`config.mk`:
```
export PLATFORM = sky130hd
export DESIGN_NAME = eq2_lock_tracker_flat
export DESIGN_NICKNAME = d
export VERILOG_FILES = /design/src/rtl/eq2_pkg.sv /design/src/rtl/eq2_lock_tracker_if.sv /design/src/rtl/sat_counter.sv /design/src/rtl/eq2_lock_tracker.sv /design/src/flat_wrapper.sv
export SDC_FILE = /design/constraint.sdc
export NUM_CORES = 1
export LEC_CHECK = 0
export BUFFER_PORTS_ARGS = -buffer_cell sky130_fd_sc_hd__buf_2
export CAP_MARGIN = 20
export CORE_MARGIN = 2
export CORE_UTILIZATION = 50
export CTS_BUF_LIST = sky130_fd_sc_hd__clkbuf_8
export DETAILED_ROUTE_END_ITERATION = 16
export HOLD_SLACK_MARGIN = 0.06
export PLACE_DENSITY = 0.8
export SETUP_SLACK_MARGIN = 0.02
export SKIP_LAST_GASP = 1
export SYNTH_ARGS = -nofsm -noshare
export SYNTH_HDL_FRONTEND = slang
export SYNTH_HIERARCHICAL = 1
export SYNTH_SLANG_ARGS = --single-unit
```
`constraint.sdc`:
```
create_clock -name clk -period 1.9 [get_ports clk]
set_input_delay 0.095 -clock clk [delete_from_list [all_inputs] [get_ports clk]]
set_output_delay 0.095 -clock clk [all_outputs]
set_load 0.005 [all_outputs]
```
`src/rtl/eq2_pkg.sv`:
```
// eq2_pkg: shared types and default constants for the eq2 lock tracker.
// Optional statistics outputs are enabled by defining EQ2_LOCK_STATS_EN.
package eq2_pkg;

    typedef enum logic [1:0] {
        SEARCH = 2'd0,
        LOCKED = 2'd1,
        SLIP   = 2'd2
    } eq2_lock_state_t;

    localparam int EQ2_LOCK_N   = 4;
    localparam int EQ2_UNLOCK_N = 2;
    localparam int EQ2_CNT_W    = 8;

endpackage

```
`src/rtl/eq2_lock_tracker_if.sv`:
```
// eq2_lock_tracker_if: comparator sample input and lock status bundle.
// Statistics signals exist only when EQ2_LOCK_STATS_EN is defined.
interface eq2_lock_tracker_if #(
    parameter int CNT_W = 8
);

    logic             valid;
    logic             z;
    logic             locked;
    logic             lock_pulse;
    logic             unlock_pulse;
    logic [CNT_W-1:0] streak;
`ifdef EQ2_LOCK_STATS_EN
    logic [CNT_W-1:0] lock_losses;
    logic [CNT_W-1:0] max_streak;

    modport master (
        output valid, z,
        input  locked, lock_pulse, unlock_pulse, streak,
        input  lock_losses, max_streak
    );

    modport slave (
        input  valid, z,
        output locked, lock_pulse, unlock_pulse, streak,
        output lock_losses, max_streak
    );
`else
    modport master (
        output valid, z,
        input  locked, lock_pulse, unlock_pulse, streak
    );

    modport slave (
        input  valid, z,
        output locked, lock_pulse, unlock_pulse, streak
    );
`endif

endinterface

```
`src/rtl/sat_counter.sv`:
```
// sat_counter: W-bit up counter that holds at all-ones.
// Synchronous reset and clear share priority over increment.
module sat_counter #(
    parameter int W = 8
) (
    input  logic         clk,
    input  logic         reset,
    input  logic         clr,
    input  logic         inc,
    output logic [W-1:0] q
);

    // Clear wins over increment; increment stops at the maximum value.
    always_ff @(posedge clk) begin
        if (reset || clr) begin
            q <= '0;
        end else if (inc && (q != {W{1'b1}})) begin
            q <= q + W'(1);
        end
    end

endmodule

```
`src/rtl/eq2_lock_tracker.sv`:
```
// eq2_lock_tracker: hysteretic lock detector on comparator match results.
// Define EQ2_LOCK_STATS_EN to add lock_losses and max_streak outputs.
module eq2_lock_tracker
    import eq2_pkg::*;
#(
    parameter int LOCK_N   = EQ2_LOCK_N,
    parameter int UNLOCK_N = EQ2_UNLOCK_N,
    parameter int CNT_W    = EQ2_CNT_W
) (
    input logic               clk,
    input logic               reset,
    eq2_lock_tracker_if.slave bus
);

    localparam logic [CNT_W-1:0] LOCK_V   = CNT_W'(LOCK_N);
    localparam logic [CNT_W-1:0] UNLOCK_V = CNT_W'(UNLOCK_N);
    localparam logic [CNT_W-1:0] MAX_V    = {CNT_W{1'b1}};

    eq2_lock_state_t  state;
    logic             locked;
    logic             lock_pulse;
    logic             unlock_pulse;
    logic [CNT_W-1:0] streak;
    logic [CNT_W-1:0] miss_run;
    logic [CNT_W-1:0] streak_inc;
    logic [CNT_W-1:0] miss_inc;
    logic             s_inc, s_clr;
    logic             m_inc, m_clr;
    logic             lock_now, unlock_now;

    assign streak_inc = (streak == MAX_V) ? streak : streak + CNT_W'(1);
    assign miss_inc   = miss_run + CNT_W'(1);

    // Counter controls and transition events for the current sample.
    always_comb begin
        s_inc      = 1'b0;
        s_clr      = 1'b0;
        m_inc      = 1'b0;
        m_clr      = 1'b0;
        lock_now   = 1'b0;
        unlock_now = 1'b0;
        unique case (state)
            SEARCH: begin
                if (bus.valid) begin
                    if (bus.z) begin
                        s_inc    = 1'b1;
                        lock_now = (streak_inc == LOCK_V);
                    end else begin
                        s_clr = 1'b1;
                    end
                end
            end
            LOCKED: begin
                if (bus.valid) begin
                    if (bus.z) begin
                        s_inc = 1'b1;
                        m_clr = 1'b1;
                    end else begin
                        s_clr = 1'b1;
                        if (UNLOCK_N == 1) begin
                            unlock_now = 1'b1;
                            m_clr      = 1'b1;
                        end else begin
                            m_inc = 1'b1;
                        end
                    end
                end
            end
            SLIP: begin
                if (bus.valid) begin
                    if (bus.z) begin
                        // streak is zero throughout SLIP, so this yields 1.
                        s_inc = 1'b1;
                        m_clr = 1'b1;
                    end else if (miss_inc == UNLOCK_V) begin
                        unlock_now = 1'b1;
                        m_clr      = 1'b1;
                    end else begin
                        m_inc = 1'b1;
                    end
                end
            end
            default: begin
                s_clr = 1'b1;
                m_clr = 1'b1;
            end
        endcase
    end

    // Lock state machine with registered status and pulse outputs.
    always_ff @(posedge clk) begin
        if (reset) begin
            state        <= SEARCH;
            locked       <= 1'b0;
            lock_pulse   <= 1'b0;
            unlock_pulse <= 1'b0;
        end else begin
            lock_pulse   <= lock_now;
            unlock_pulse <= unlock_now;
            unique case (state)
                SEARCH: begin
                    if (lock_now) begin
                        state  <= LOCKED;
                        locked <= 1'b1;
                    end
                end
                LOCKED: begin
                    if (unlock_now) begin
                        state  <= SEARCH;
                        locked <= 1'b0;
                    end else if (bus.valid && !bus.z) begin
                        state <= SLIP;
                    end
                end
                SLIP: begin
                    if (unlock_now) begin
                        state  <= SEARCH;
                        locked <= 1'b0;
                    end else if (bus.valid && bus.z) begin
                        state <= LOCKED;
                    end
                end
                default: begin
                    state  <= SEARCH;
                    locked <= 1'b0;
                end
            endcase
        end
    end

    sat_counter #(.W(CNT_W)) u_streak (
        .clk   (clk),
        .reset (reset),
        .clr   (s_clr),
        .inc   (s_inc),
        .q     (streak)
    );

    sat_counter #(.W(CNT_W)) u_miss (
        .clk   (clk),
        .reset (reset),
        .clr   (m_clr),
        .inc   (m_inc),
        .q     (miss_run)
    );

    assign bus.locked       = locked;
    assign bus.lock_pulse   = lock_pulse;
    assign bus.unlock_pulse = unlock_pulse;
    assign bus.streak       = streak;

`ifdef EQ2_LOCK_STATS_EN
    logic [CNT_W-1:0] streak_d;
    logic [CNT_W-1:0] max_streak;
    logic [CNT_W-1:0] lock_losses;

    assign streak_d = s_clr ? '0 : (s_inc ? streak_inc : streak);

    // Track the largest streak in step with the streak register.
    always_ff @(posedge clk) begin
        if (reset) begin
            max_streak <= '0;
        end else if (streak_d > max_streak) begin
            max_streak <= streak_d;
        end
    end

    sat_counter #(.W(CNT_W)) u_losses (
        .clk   (clk),
        .reset (reset),
        .clr   (1'b0),
        .inc   (unlock_now),
        .q     (lock_losses)
    );

    assign bus.lock_losses = lock_losses;
    assign bus.max_streak  = max_streak;
`endif

endmodule

```
`src/flat_wrapper.sv`:
```
// flat-port wrapper written by rule: the top's interface ports become plain ports
module eq2_lock_tracker_flat import eq2_pkg::*;
#(
    parameter int LOCK_N   = EQ2_LOCK_N,
    parameter int UNLOCK_N = EQ2_UNLOCK_N,
    parameter int CNT_W    = EQ2_CNT_W
)
  (clk, reset, bus_valid, bus_z, bus_locked, bus_lock_pulse, bus_unlock_pulse, bus_streak);
  eq2_lock_tracker_if #(.CNT_W(CNT_W)) bus_i ();
  input logic clk;
  input logic reset;
  input wire logic [$bits(bus_i.valid)-1:0] bus_valid;
  input wire logic [$bits(bus_i.z)-1:0] bus_z;
  output wire logic [$bits(bus_i.locked)-1:0] bus_locked;
  output wire logic [$bits(bus_i.lock_pulse)-1:0] bus_lock_pulse;
  output wire logic [$bits(bus_i.unlock_pulse)-1:0] bus_unlock_pulse;
  output wire logic [$bits(bus_i.streak)-1:0] bus_streak;
  assign bus_i.valid = bus_valid;
  assign bus_i.z = bus_z;
  assign bus_locked = bus_i.locked;
  assign bus_lock_pulse = bus_i.lock_pulse;
  assign bus_unlock_pulse = bus_i.unlock_pulse;
  assign bus_streak = bus_i.streak;
  eq2_lock_tracker #(.LOCK_N(LOCK_N), .UNLOCK_N(UNLOCK_N), .CNT_W(CNT_W)) u_core (.clk(clk), .reset(reset), .bus(bus_i));
endmodule
```
==> flow_results.org, run 1 <==
** Min path
- Launch instance of the worst min-delay path :: reset
- Class of the most critical hold timing path :: input port to flop
- The worst hold path was traced through 2 stages.
- WHS Endpoint :: u_core/state[1]$_SDFFE_PP0P_

** Logic synthesis
- Biggest area contributors in the synthesized netlist :: dfxtp_1 32%, ha_1 6.7%, mux2i_1 6.1%
- By instance count, the leading cell after synthesis is dfxtp_1.
- Instance count of the mapped netlist :: 153
- Sequential area share after synthesis :: 0.322
- When the netlist entered floorplanning its net count stood at 164.
- Async SR Flop Fraction :: 0
- Top cell types by occurrence after synthesis :: 21 x dfxtp_1, 20 x nand2_1, 12 x a21oi_1
- Distinct cells, synth :: just over 40
- Post-synthesis area per instance :: 8.55 sq um
- Cell taking the most area after synthesis :: dfxtp_1
- Number of enable flip-flop cells after synthesis :: 0
- Post-synthesis sequential element count :: 21
- Most frequently used flop master after synthesis :: dfxtp_1
- After synthesis the cells add up to 1310 sq um.
- The Yosys step of the flow raised 6 warnings.
- Of the post-synthesis cell area, the dominant cell type holds 0.322.

** Critical path
- On the critical path, the stage with the largest delay is an instance of dfxtp_1.
- Tracing the worst setup path back leads to its startpoint at u_core/u_miss/q[5]$_SDFFE_PP0P_.
- Depth of the most critical reg-to-reg path :: 7
- Flop-to-flop setup slack :: between 0.1 and 0.15 ns
- CP required :: 2.07 ns
- The critical path is of the flop to flop type.
- Buffer and inverter count on the worst path :: 0
- On the worst path, the slowest cell contributes a delay of about 0.36 ns.
- On the critical path the largest part of the delay comes from simple AND/OR/NAND/NOR gates.
- Sort of element at the end of the critical path :: flop
- Along the worst path, the maximum fanout reaches 5.
- Launch point of the worst reg-to-reg path :: u_core/u_miss/q[5]$_SDFFE_PP0P_
- Setup crit start kind :: flop
- The critical path goes through nor4_4 > nand2_1 > a21oi_2 > nor2_4 > and4_1 > a21oi_1 > and3b_1.
- Data arrives at the worst endpoint at about 1.9 ns.
- Reg-to-reg critical path endpoint :: u_core/u_miss/q[7]$_SDFFE_PP0P_

** Floorplan
- Die extent in x :: 55.1 um
- Std-Cell Rows :: 18
- The die covers around 3000 sq um.
- Pin placement for this block handled 15 I/O pins.
- Core region area :: ~2500 sq um
- From bottom edge to top edge, the die measures 55.1 um.
- Initial standard-cell utilization of the core :: 0.528

** STA
- In the finished design, the share of the clock period the worst path needs comes to 0.936.
- Highest achievable clock rate :: 0.562 GHz
- Final Hold Violating Endpoints :: 0
- Worst-case hold slack :: 0.226 ns
- Post-Route Skew :: between 0.01 and 0.015 ns
- Number of max-slew violations in the final report :: 0
- At the pin with the least slew margin, the transition time is around 0.56 ns.
- RSZ-0062 raised after global routing :: true
- Period minus WS final :: 1.78 ns
- Setup violations remaining at the end of the flow were counted as 0.
- The worst pin sits at a relative slew slack of 0.620.

** GRT
- Pin count of the biggest net entering global routing :: 17
- The number of global-route vias before repair is 1130.
- Met2 routing resource usage after global routing :: 0.375
- GR met1 Demand/Resource :: 0.230
- The first global-routing pass estimated about 4600 um of wire.
- The number of antenna violations at the first check in global routing came to 0.
- Global routing finished with a remaining overflow of 0.
- For met3 alone, demand over resource in global routing was 0.0376.
- For this run, the total global-route usage over all layers was measured as 0.210.
- Busiest metal layer after global routing :: met2

** Detailed routing
- The final route contains 1191 vias.
- In the final routed layout, each cell accounts on average for between 10 and 15 um.
- In the routed design, unresolved DRC markers number 0.
- Number of DRC markers after the initial detailed-route iteration :: 28
- Remaining antenna violation count :: 0
- Summed over all layers, the routed wires come to about 3000 um.
- First-pass detailed-route iteration total :: 4
- After detailed routing, the number of vias per cell comes to 5.84.

** Power and ir drop
- The analysis attributes to cell leakage a power of 0.638 nW.
- The worst-case IR drop observed on VDD is 0.393 mV.
- Share of total power in combinational logic :: 0.193
- Power per cell area :: slightly above 600 nW/um^2
- The internal power of the cells totals ~0.67 mW.
- Net load switching power :: 0.275 mW
- Power share of the clock group :: 0.317
- Sw frac :: 0.290
- Overall power of the completed layout :: 0.948 mW
- Seq pwr share :: 0.490

** Cells and area
- After filler insertion, the fill cell instance count of the layout stands at 214.
- Fraction of layout cells with a size suffix above 1 :: 0.259
- Final design area excluding fillers :: 1530 sq um
- From synthesis to final layout, the design area changed by 17.1%.
- Post-layout utilization of the core :: 0.618
- The number of antenna diodes in the final layout is 0.
- Nets :: ~190

** CTS
- In this run the clock root is driven by a clkbuf_8.
- Max Buffers Root-to-Sink :: 2
- Clock latency on the worst-skew pair, taken at its later pin, is 0.26 ns.
- Total setup buffers inserted after CTS :: 0
- Total number of clock tree sinks :: 21
- In this run the number of H-tree levels came out at 1.
- CTS tree :: built
- Number of buffers added by the clock tree synthesis step :: 3
- Quantity of hold-fixing buffers added after cts :: 0
- Worst-path clk slew :: 0.09 ns

** Place
- Area after detailed placement :: 1440 sq um
- Sum of net half-perimeters after detailed placement :: about 2200 um
- Count of input and output buffers :: 14
- Routability-driven placement finished with a final weighted congestion of 0.867.

** Outcome
- Status :: completed

** Flow run
- # Max-Cap Violations :: 0
## kinds of logic (layout without fill, tap and decap cells)
kind of cell / after synthesis / after routing / synth area share
buffers and inverters: 11 / 32 / 0.0335
AOI/OAI and AO/OA: 35 / 35 / 0.196
adders and majority gates: 7 / 7 / 0.0670
muxes: 8 / 8 / 0.0612
DFF: 21 / 21 / 0.322
and+or+nand+nor: 71 / 71 / 0.321
## power by group through the flow
| stage | clock network [mW] | registers (mW) | logic [mW] |
|---|---|---|---|
| final | 0.301 | 0.465 | 0.183 |
| after CTS | 0.308 | 0.465 | 0.168 |
| after global routing | 0.321 | 0.467 | 0.202 |
| after floorplan | 0 | 0.471 | 0.119 |
| after global placement | 0 | 0.472 | 0.158 |
| after detailed placement | 0 | 0.474 | 0.165 |
## how the worst max path moves through the flow
stage                                 endpoint  slack, ns  cells after the start
4_1_cts        u_core/u_miss/q[3]$_SDFFE_PP0P_       0.06                      7
6_report       u_core/u_miss/q[7]$_SDFFE_PP0P_       0.12                      7
5_1_grt        u_core/u_miss/q[5]$_SDFFE_PP0P_     -0.003                      7
2_1_floorplan  u_core/u_miss/q[6]$_SDFFE_PP0P_       0.18                      7
3_5_place_dp   u_core/u_miss/q[3]$_SDFFE_PP0P_    -0.0006                      7
3_3_place_gp   u_core/u_miss/q[6]$_SDFFE_PP0P_       0.08                      7
## final cells by class
cell class                 count  area (sq um)  area share
clock buffer                   3          41.3      0.0270
clock inverter                 1          7.51     0.00490
inverter                       9          33.8      0.0221
multi-input combinational    121           877       0.573
sequential                    21           427       0.279
tap                           30          37.5      0.0245
timing repair buffer          19           108      0.0703
## metal layers
| metal | vias up | routed length [um] |
|---|---|---|
| li1 | 610 | - |
| met1 | 557 | 1370 |
| met2 | 18 | 1500 |
| met3 | 6 | 71 |
| met4 | 0 | 43 |
| met5 | - | 0 |
## stage by stage
stage	cells	setup TNS (ns)	worst slack, ns
finish	204	0	0.122
floorplan	153	0	0.183
global route	204	-0.00340	-0.00340
CTS	204	0	0.0625
detailed placement	200	-0.000604	-0.000604
global placement	200	0	0.0832
## cell usage in the layout (no fill, tap or decap), types with 3 or more instances in the layout
| cell | n |
|---|---|
| or3_1 | 4 |
| a21oi_1 | 11 |
| inv_1 | 8 |
| ha_1 | 5 |
| nand3_1 | 5 |
| buf_2 | 14 |
| clkbuf_8 | 3 |
| mux2i_1 | 8 |
| buf_4 | 5 |
| and3b_1 | 4 |
| o21ai_0 | 4 |
| dfxtp_1 | 18 |
| nand2_1 | 20 |
| nand4_1 | 4 |
| nor2_1 | 7 |
| and3_1 | 4 |
## what timing repair did
item	4_1_cts	5_1_grt
pin swaps	0	2
resized for setup	3	10
setup endpoints to repair	2	7
## registers in the layout, summed over array words and instances, names as in the netlist
register,flops
u_core/u_streak/q,8
u_core/bus.lock_pulse,1
u_core/bus.locked,1
u_core/u_miss/q,8
u_core/bus.unlock_pulse,1
u_core/state,2
Power figures use the tool's default switching activity.
==> run 2: changes to the inputs <==
--- a/config.mk
+++ b/config.mk
@@ -8,11 +8,11 @@
 export BUFFER_PORTS_ARGS = -buffer_cell sky130_fd_sc_hd__buf_2
 export CAP_MARGIN = 20
 export CORE_MARGIN = 2
-export CORE_UTILIZATION = 50
+export CORE_UTILIZATION = 60
 export CTS_BUF_LIST = sky130_fd_sc_hd__clkbuf_8
 export DETAILED_ROUTE_END_ITERATION = 16
 export HOLD_SLACK_MARGIN = 0.06
-export PLACE_DENSITY = 0.8
+export PLACE_DENSITY = 0.92
 export SETUP_SLACK_MARGIN = 0.02
 export SKIP_LAST_GASP = 1
 export SYNTH_ARGS = -nofsm -noshare
==> run 2 against run 1 <==
Die area decreased by 16%; critical path type unchanged; register-to-register slack worse by 0.02 ns; highest routed layer unchanged; fmax is 1.3% lower; via count grew 3.9%; flip-flop and latch count unchanged; routed wire length is 0.27% lower; non-clock buffer count is 2 lower; largest cell class unchanged; largest power group unchanged.
==> flow_results.org, run 2 (synthesis gave the netlist of run 1 again) <==
** Detailed routing
- DR WL/cell :: 14.9 um
- Dividing the detail-routed via count by the number of cells gives 6.22.
- The first routing iteration left 44 violations.
- Residual DRC :: 0
- Total via count after detailed routing :: 1238
- Remaining antenna violation count :: 0
- First-pass detailed-route iteration total :: 4
- Wires add up to 2970 um.

** Min path
- The path class of the tightest hold or removal check is input port to flop.
- Launch instance of the worst min-delay path :: reset

** STA
- The number of endpoints with negative hold slack in the final report is 0.
- Clock skew on the completed layout was measured at 0.000933 ns.
- Dividing the final minimum period by the clock period gives 0.949.
- Max transition margin :: 0.604
- Worst setup margin :: 0.0975 ns
- Period minus WS final :: between 1.5 and 2 ns
- Setup repair after global routing could not meet its margin everywhere.
- Final Setup Violations :: 0
- Final TNS setup :: 0 ns
- For the pin with the worst max-slew slack, the measured transition is a little under 0.6 ns.
- Based on the critical path, the design can be clocked at up to 0.555 GHz.
- Final hold analysis gives a worst-case slack of 0.175 ns.
- The number of slew-limit violations in the final report was 0.

** Critical path
- In this design, the stage delay of the slowest critical-path cell is 0.46 ns.
- The critical path goes through inv_1 > ha_2 > o21ai_1 > nand2_1 > a21o_1 > or3_2 > mux2i_1.
- Sort of element at the end of the critical path :: flop
- In this run the worst setup path begins at u_core/state[0]$_SDFFE_PP0P_.
- At the worst endpoint, the arrival time is 2.00 ns.
- By startpoint and endpoint, the worst setup path is classified as flop to flop.
- The worst setup path is launched from a flop.
- For this design, the slowest cell found on the critical path is or3_2.
- Launch point of the worst reg-to-reg path :: u_core/state[0]$_SDFFE_PP0P_
- Critical path peak fanout :: 7
- CP required :: 2.10 ns

** Place
- The congestion estimate from routability-driven global placement came to roughly 0.9.
- Sum of net half-perimeters after detailed placement :: 2120 um
- In this run the cell area measured after placement is 1420 sq um.
- Worst slack after detailed placement :: -0.0361 ns
- Count of input and output buffers :: 14
- Counting tap cells, the placed design contains a total of 195 instances.

** CTS
- Total number of clock tree sinks :: 21
- In this run, CTS created clock tree buffers numbering 3.
- TritonCTS built the clock tree.
- Skew-Pair Late Insertion Delay :: approximately 0.27 ns
- In this run the post-CTS setup repair buffer count came out at 0.
- Clock-pin slew was measured on the worst setup and hold paths at about 0.07 ns.
- No sink is reached through more buffers than the 2 on the longest clock path.
- In this run the number of H-tree levels came out at 1.
- In this run the clock root is driven by a clkbuf_8.

** Floorplan
- The initial utilization of the core area, before any placement, comes to 0.653.
- The floorplan has 16 rows.
- The floorplan step defined a die boundary enclosing between 2000 and 3000 sq um.
- The floorplan step set the die height to 50.7 um.
- From left edge to right edge, the die measures 50.7 um.
- Core region area :: 2000 sq um
- Count of boundary I/O pins :: 15

** Cells and area
- Final design area excluding fillers :: approximately 1500 sq um
- Final instance count without filler cells :: around 200
- The largest registers in the layout are u_core/u_miss/q: 8 flops, u_core/u_streak/q: 8 flops, u_core/state: 2 flops.
- The library cell used most frequently in the layout, excluding fill and tap cells, is nand2_1.
- Post-layout utilization of the core :: 0.754
- From synthesis to final layout, the design area changed by 15.4%.
- In the final layout, the share of cells above drive strength 1 is 0.244.
- Leading cell types in the layout, fill and taps excluded :: 20 x nand2_1, 18 x dfxtp_1, 14 x buf_2, 11 x a21oi_1, 9 x inv_1
- The repair_antennas step left the layout with diodes totalling 0.
- Filler instances :: ~150
- Nets :: 184

** GRT
- For met1 alone, demand over resource in global routing was 0.278.
- For this run, the total global-route usage over all layers was measured as 0.249.
- Via count of the first global-routing pass :: approximately 1200
- Global routing usage on met3 :: 0.0565
- Busiest metal layer after global routing :: met2
- Leftover overflow at the end of global routing :: 0
- The number of antenna violations at the first check in global routing came to 0.
- Entering global routing, the biggest net connects 17 pins.
- Met2 routing resource usage after global routing :: 0.452
- Wire length of the first global-routing pass :: 4920 um

** Power and ir drop
- Power per cell area :: 625 nW/um^2
- VDD sags by at most 0.652 mV.
- Summing internal, switching and leakage power gives between 0.9 and 1 mW.
- Leakage dissipation :: 0.632 nW

** Outcome
- The flow ran to the end, and the final reports show no timing, DRC or antenna violations.

** Flow run
- Max-cap violations in this run came to 0.
run 2: cell types whose count changed in the layout (fill, tap and decap cells not counted):
cell | previous run | this run
buf_4 | 5 | 3
clkinvlp_4 | 1 | 0
inv_1 | 8 | 9
run 2: worst paths after layout:
path / end / slack [ns] / cells after the start
setup / recovery: u_core/u_miss/q[3]$_SDFFE_PP0P_ / 0.1 / 7
hold / removal: u_core/state[1]$_SDFFE_PP0P_ / 0.17 / 2
setup reg to reg: u_core/u_miss/q[3]$_SDFFE_PP0P_ / 0.1 / 7
hold reg to reg: u_core/bus.locked$_SDFFE_PP0P_ / 0.52 / 1
run 2: routing by layer:
layer | up-vias | share of wire | wire length [um]
li1 | 614 | - | -
met1 | 584 | 0.43 | 1290
met2 | 38 | 0.51 | 1520
met3 | 2 | 0.048 | 143
met4 | 0 | 0.0077 | 23
met5 | - | 0 | 0
run 2: report_power, final:
group	leakage (nW)	switching (mW)	internal, mW
Clock	0.0269	0.149	0.145
Sequential	0.171	0.0145	0.452
Combinational	0.434	0.109	0.0740
Total	0.632	0.272	0.670
run 2: cell type report:
cell class	count	area, sq um	share of cell area
Multi-Input combinational cell	121	877	0.581
Tap cell	27	33.8	0.0224
Inverter	9	33.8	0.0224
Sequential cell	21	427	0.283
Timing Repair Buffer	17	92.6	0.0614
Clock inverter	1	3.75	0.00249
Clock buffer	3	41.3	0.0274
run 2: worst max-delay path, delay by kind of cell (launching register included):
kind	cells	cell delay, ns
and+or+nand+nor	2	0.53
DFF	1	0.37
AOI/OAI and AO/OA	2	0.37
adders and majority gates	1	0.24
muxes	1	0.14
buffers and inverters	1	0.09
run 2: what timing repair did:
item	4_1_cts	5_1_grt
hold buffers	0	0
setup endpoints to repair	2	7
gates resized for setup	4	9
==> run 3: changes to the inputs <==
--- a/config.mk
+++ b/config.mk
@@ -6,10 +6,9 @@
 export NUM_CORES = 1
 export LEC_CHECK = 0
 export BUFFER_PORTS_ARGS = -buffer_cell sky130_fd_sc_hd__buf_2
-export CAP_MARGIN = 20
 export CORE_MARGIN = 2
 export CORE_UTILIZATION = 60
-export CTS_BUF_LIST = sky130_fd_sc_hd__clkbuf_8
+export CTS_BUF_LIST = sky130_fd_sc_hd__clkbuf_4
 export DETAILED_ROUTE_END_ITERATION = 16
 export HOLD_SLACK_MARGIN = 0.06
 export PLACE_DENSITY = 0.92
==> run 3 against run 2 <==
Critical path depth is the same; critical endpoint unchanged; global-route usage stayed put; core utilization fell by 0.69 points; clock power shrank 20%; cell count stayed put; largest power group unchanged; fmax is 1.3% lower; non-clock buffer count did not move; first-iteration DRC count fell by 30%; setup slack lost 0.024 ns; cell area is 0.91% lower; clock skew is 0.0053 ns higher.
==> flow_results.org, run 3 (synthesis gave the netlist of run 1 again) <==
** Outcome
- Status :: completed

** Critical path
- Across all register-to-register paths, the minimum setup slack is 0.07 ns.
- The critical path is of the flop to flop type.
- Critical path, cell by cell :: inv_1 > ha_1 > nand2_1 > nor2_4 > and4_2 > a21boi_1 > mux2i_1
- CP required :: approximately 2.1 ns
- Together, buffers and inverters on the worst path number 1.
- Along the worst path, the maximum fanout reaches 5.
- For this design, the slowest cell found on the critical path is dfxtp_2.
- On the critical path the largest part of the delay comes from simple AND/OR/NAND/NOR gates.
- Sort of element at the end of the critical path :: flop
- Reg-to-reg critical path endpoint :: u_core/u_miss/q[3]$_SDFFE_PP0P_
- In this run the critical register-to-register path is launched from u_core/state[0]$_SDFFE_PP0P_.
- Crit path largest cell delay :: 0.38 ns
- The worst setup path is launched from a flop.
- Data arrives at the worst endpoint at 2.07 ns.
- Depth of the most critical reg-to-reg path :: 7

** Floorplan
- Row generation in the floorplan step produced 16 rows.
- The die covers 2570 sq um.
- Count of boundary I/O pins :: 15
- Die height :: 50.7 um
- The floorplan step defined a core boundary enclosing ~2000 sq um.
- From left edge to right edge, the die measures 50.7 um.
- Initial standard-cell utilization of the core :: 0.653

** STA
- Setup violations remaining at the end of the flow were counted as 0.
- RSZ-0062 raised after global routing :: true
- On the final layout, the worst clock skew is 0.00627 ns.
- Highest achievable clock rate :: around 0.55 GHz
- Final Hold Violating Endpoints :: 0
- Worst Max-Slew Pin Slew :: ~0.52 ns
- Number of max-slew violations in the final report :: 0
- Max transition margin :: 0.649
- Of the available clock period, the critical path in the final layout requires 0.961.
- After routing, the total negative slack on setup checks comes to 0 ns.
- Period minus WS final :: approximately 1.8 ns

** Min path
- The worst hold path begins at bus_valid.
- Class of the most critical hold timing path :: input port to flop
- WHS Endpoint :: u_core/bus.unlock_pulse$_SDFF_PP0_
- Depth of the worst hold-timing path :: 3

** Cells and area
- Filler instances :: 151
- In the final layout, the share of cells above drive strength 1 is 0.256.
- The sequential cells in the finished layout cover a total of about 430 sq um.
- For this run, the post-layout net count is 184.
- Leaving out fill and tap cells, the most frequent cells in the layout are 20 x nand2_1, 18 x dfxtp_1, 14 x buf_2, 11 x a21oi_1.
- The largest registers in the layout are u_core/u_miss/q: 8 flops, u_core/u_streak/q: 8 flops, u_core/state: 2 flops.
- In the final layout, the multi-input gates occupy 878 sq um.
- Leading cell type in the layout, fill and taps excluded :: nand2_1
- Area Overhead vs Synth :: 14.4%
- 0 antenna diodes ended up in the layout.

** GRT
- Wire length of the first global-routing pass :: 4860 um
- The number of global-route vias before repair came to 1183.
- Pin count of the biggest net entering global routing :: 17
- The number of antenna violations at the first check in global routing came to 0.
- Across every metal layer, demand over resource in global routing totals 0.249.
- After global routing the overflow that remains totals 0.

** CTS
- In this run, CTS created clock tree buffers numbering 3.
- Worst-path clk slew :: 0.12 ns
- CTS built an H-tree with a depth of 1.
- TritonCTS built the clock tree.
- Quantity of hold-fixing buffers added after cts :: 0
- The root buffer cell chosen for the clock tree is clkbuf_4.
- For the worst-skew pair, the clock arrives at the later sink with an insertion delay of 0.31 ns.
- Max Buffers Root-to-Sink :: 2
- Counting every sink on the clock net gives 21.
- Total setup buffers inserted after CTS :: 0

** Detailed routing
- Summing over every cut layer, the via total after detailed routing is 1218.
- The detail route stage leaves a number of antenna-violating nets equal to 0.
- After detailed routing, the number of remaining DRC violations is 0.
- First-pass detailed-route iteration total :: 4
- For this block, the routed nets add up to 2940 um of wire.
- After detailed routing, the number of vias per cell comes to roughly 6.1.
- DR WL/cell :: 14.8 um
- Number of DRC markers after the initial detailed-route iteration :: 31

** Power and ir drop
- Leakage dissipation :: ~0.62 nW
- Overall power consumption after layout is estimated at 0.885 mW.
- VDD sags by at most 0.582 mV.
- Power per cell area :: approximately 600 nW/um^2

** Place
- Sum of net half-perimeters after detailed placement :: 2120 um
- The congestion estimate from routability-driven global placement came to 0.926.
- Count of input and output buffers :: 14

** Flow run
- Max-cap violations in this run came to 0.
-- run 3: worst max path at each step --
stage	end	cells after the start	from	slack (ns)
4_1_cts	u_core/u_miss/q[3]$_SDFFE_PP0P_	7	u_core/state[0]$_SDFFE_PP0P_	0.03
6_report	u_core/u_miss/q[3]$_SDFFE_PP0P_	7	u_core/state[0]$_SDFFE_PP0P_	0.07
5_1_grt	u_core/u_miss/q[6]$_SDFFE_PP0P_	7	u_core/state[1]$_SDFFE_PP0P_	-0.01
2_1_floorplan	u_core/u_miss/q[6]$_SDFFE_PP0P_	7	u_core/state[1]$_SDFFE_PP0P_	0.18
3_3_place_gp	u_core/u_miss/q[6]$_SDFFE_PP0P_	7	u_core/state[1]$_SDFFE_PP0P_	0.10
3_5_place_dp	u_core/u_miss/q[3]$_SDFFE_PP0P_	7	u_core/state[1]$_SDFFE_PP0P_	-0.04
-- run 3: through the flow --
stage	hold slack, ns	cells	utilization	cell area (sq um)	setup slack [ns]
after floorplan	0.167	153	-	1310	0.183
after global placement	0.463	195	0.711	1420	0.104
after detailed placement	0.471	195	0.711	1420	-0.0361
after CTS	0.114	199	0.729	1460	0.0255
after global routing	0.130	199	0.747	1500	-0.0116
final	0.137	199	0.747	1500	0.0739
-- run 3: metal layers --
| metal | track usage | up-vias | part of all wire |
|---|---|---|---|
| met5 | 0 | - | 0 |
| met3 | 0.0655 | 4 | 0.041 |
| li1 | - | 613 | - |
| met2 | 0.458 | 35 | 0.51 |
| met4 | 0.0991 | 0 | 0.0075 |
| met1 | 0.267 | 566 | 0.45 |
-- run 3: final cells by class --
cell class | count | share of cell area
Clock buffer | 4 | 0.0201
Inverter | 9 | 0.0226
Multi-Input combinational cell | 121 | 0.587
Sequential cell | 21 | 0.285
Tap cell | 27 | 0.0226
Timing Repair Buffer | 17 | 0.0619
-- run 3: power by group --
group	internal (mW)	switching (mW)	total [mW]	leakage [nW]
sequential	0.452	0.0144	0.466	0.171
combinational	0.0742	0.109	0.184	0.434
clock	0.0964	0.139	0.235	0.0184
total	0.623	0.263	0.885	0.624
-- run 3: worst min-delay path: cells and delay by family --
kind          cells  cell delay (ns)
buf+inv           1             0.13
simple gates      2             0.20
-- run 3: timing repair --
item,CTS,global route
endpoints found under the setup margin,2,7
gates resized for setup,5,9
pin swaps,0,2
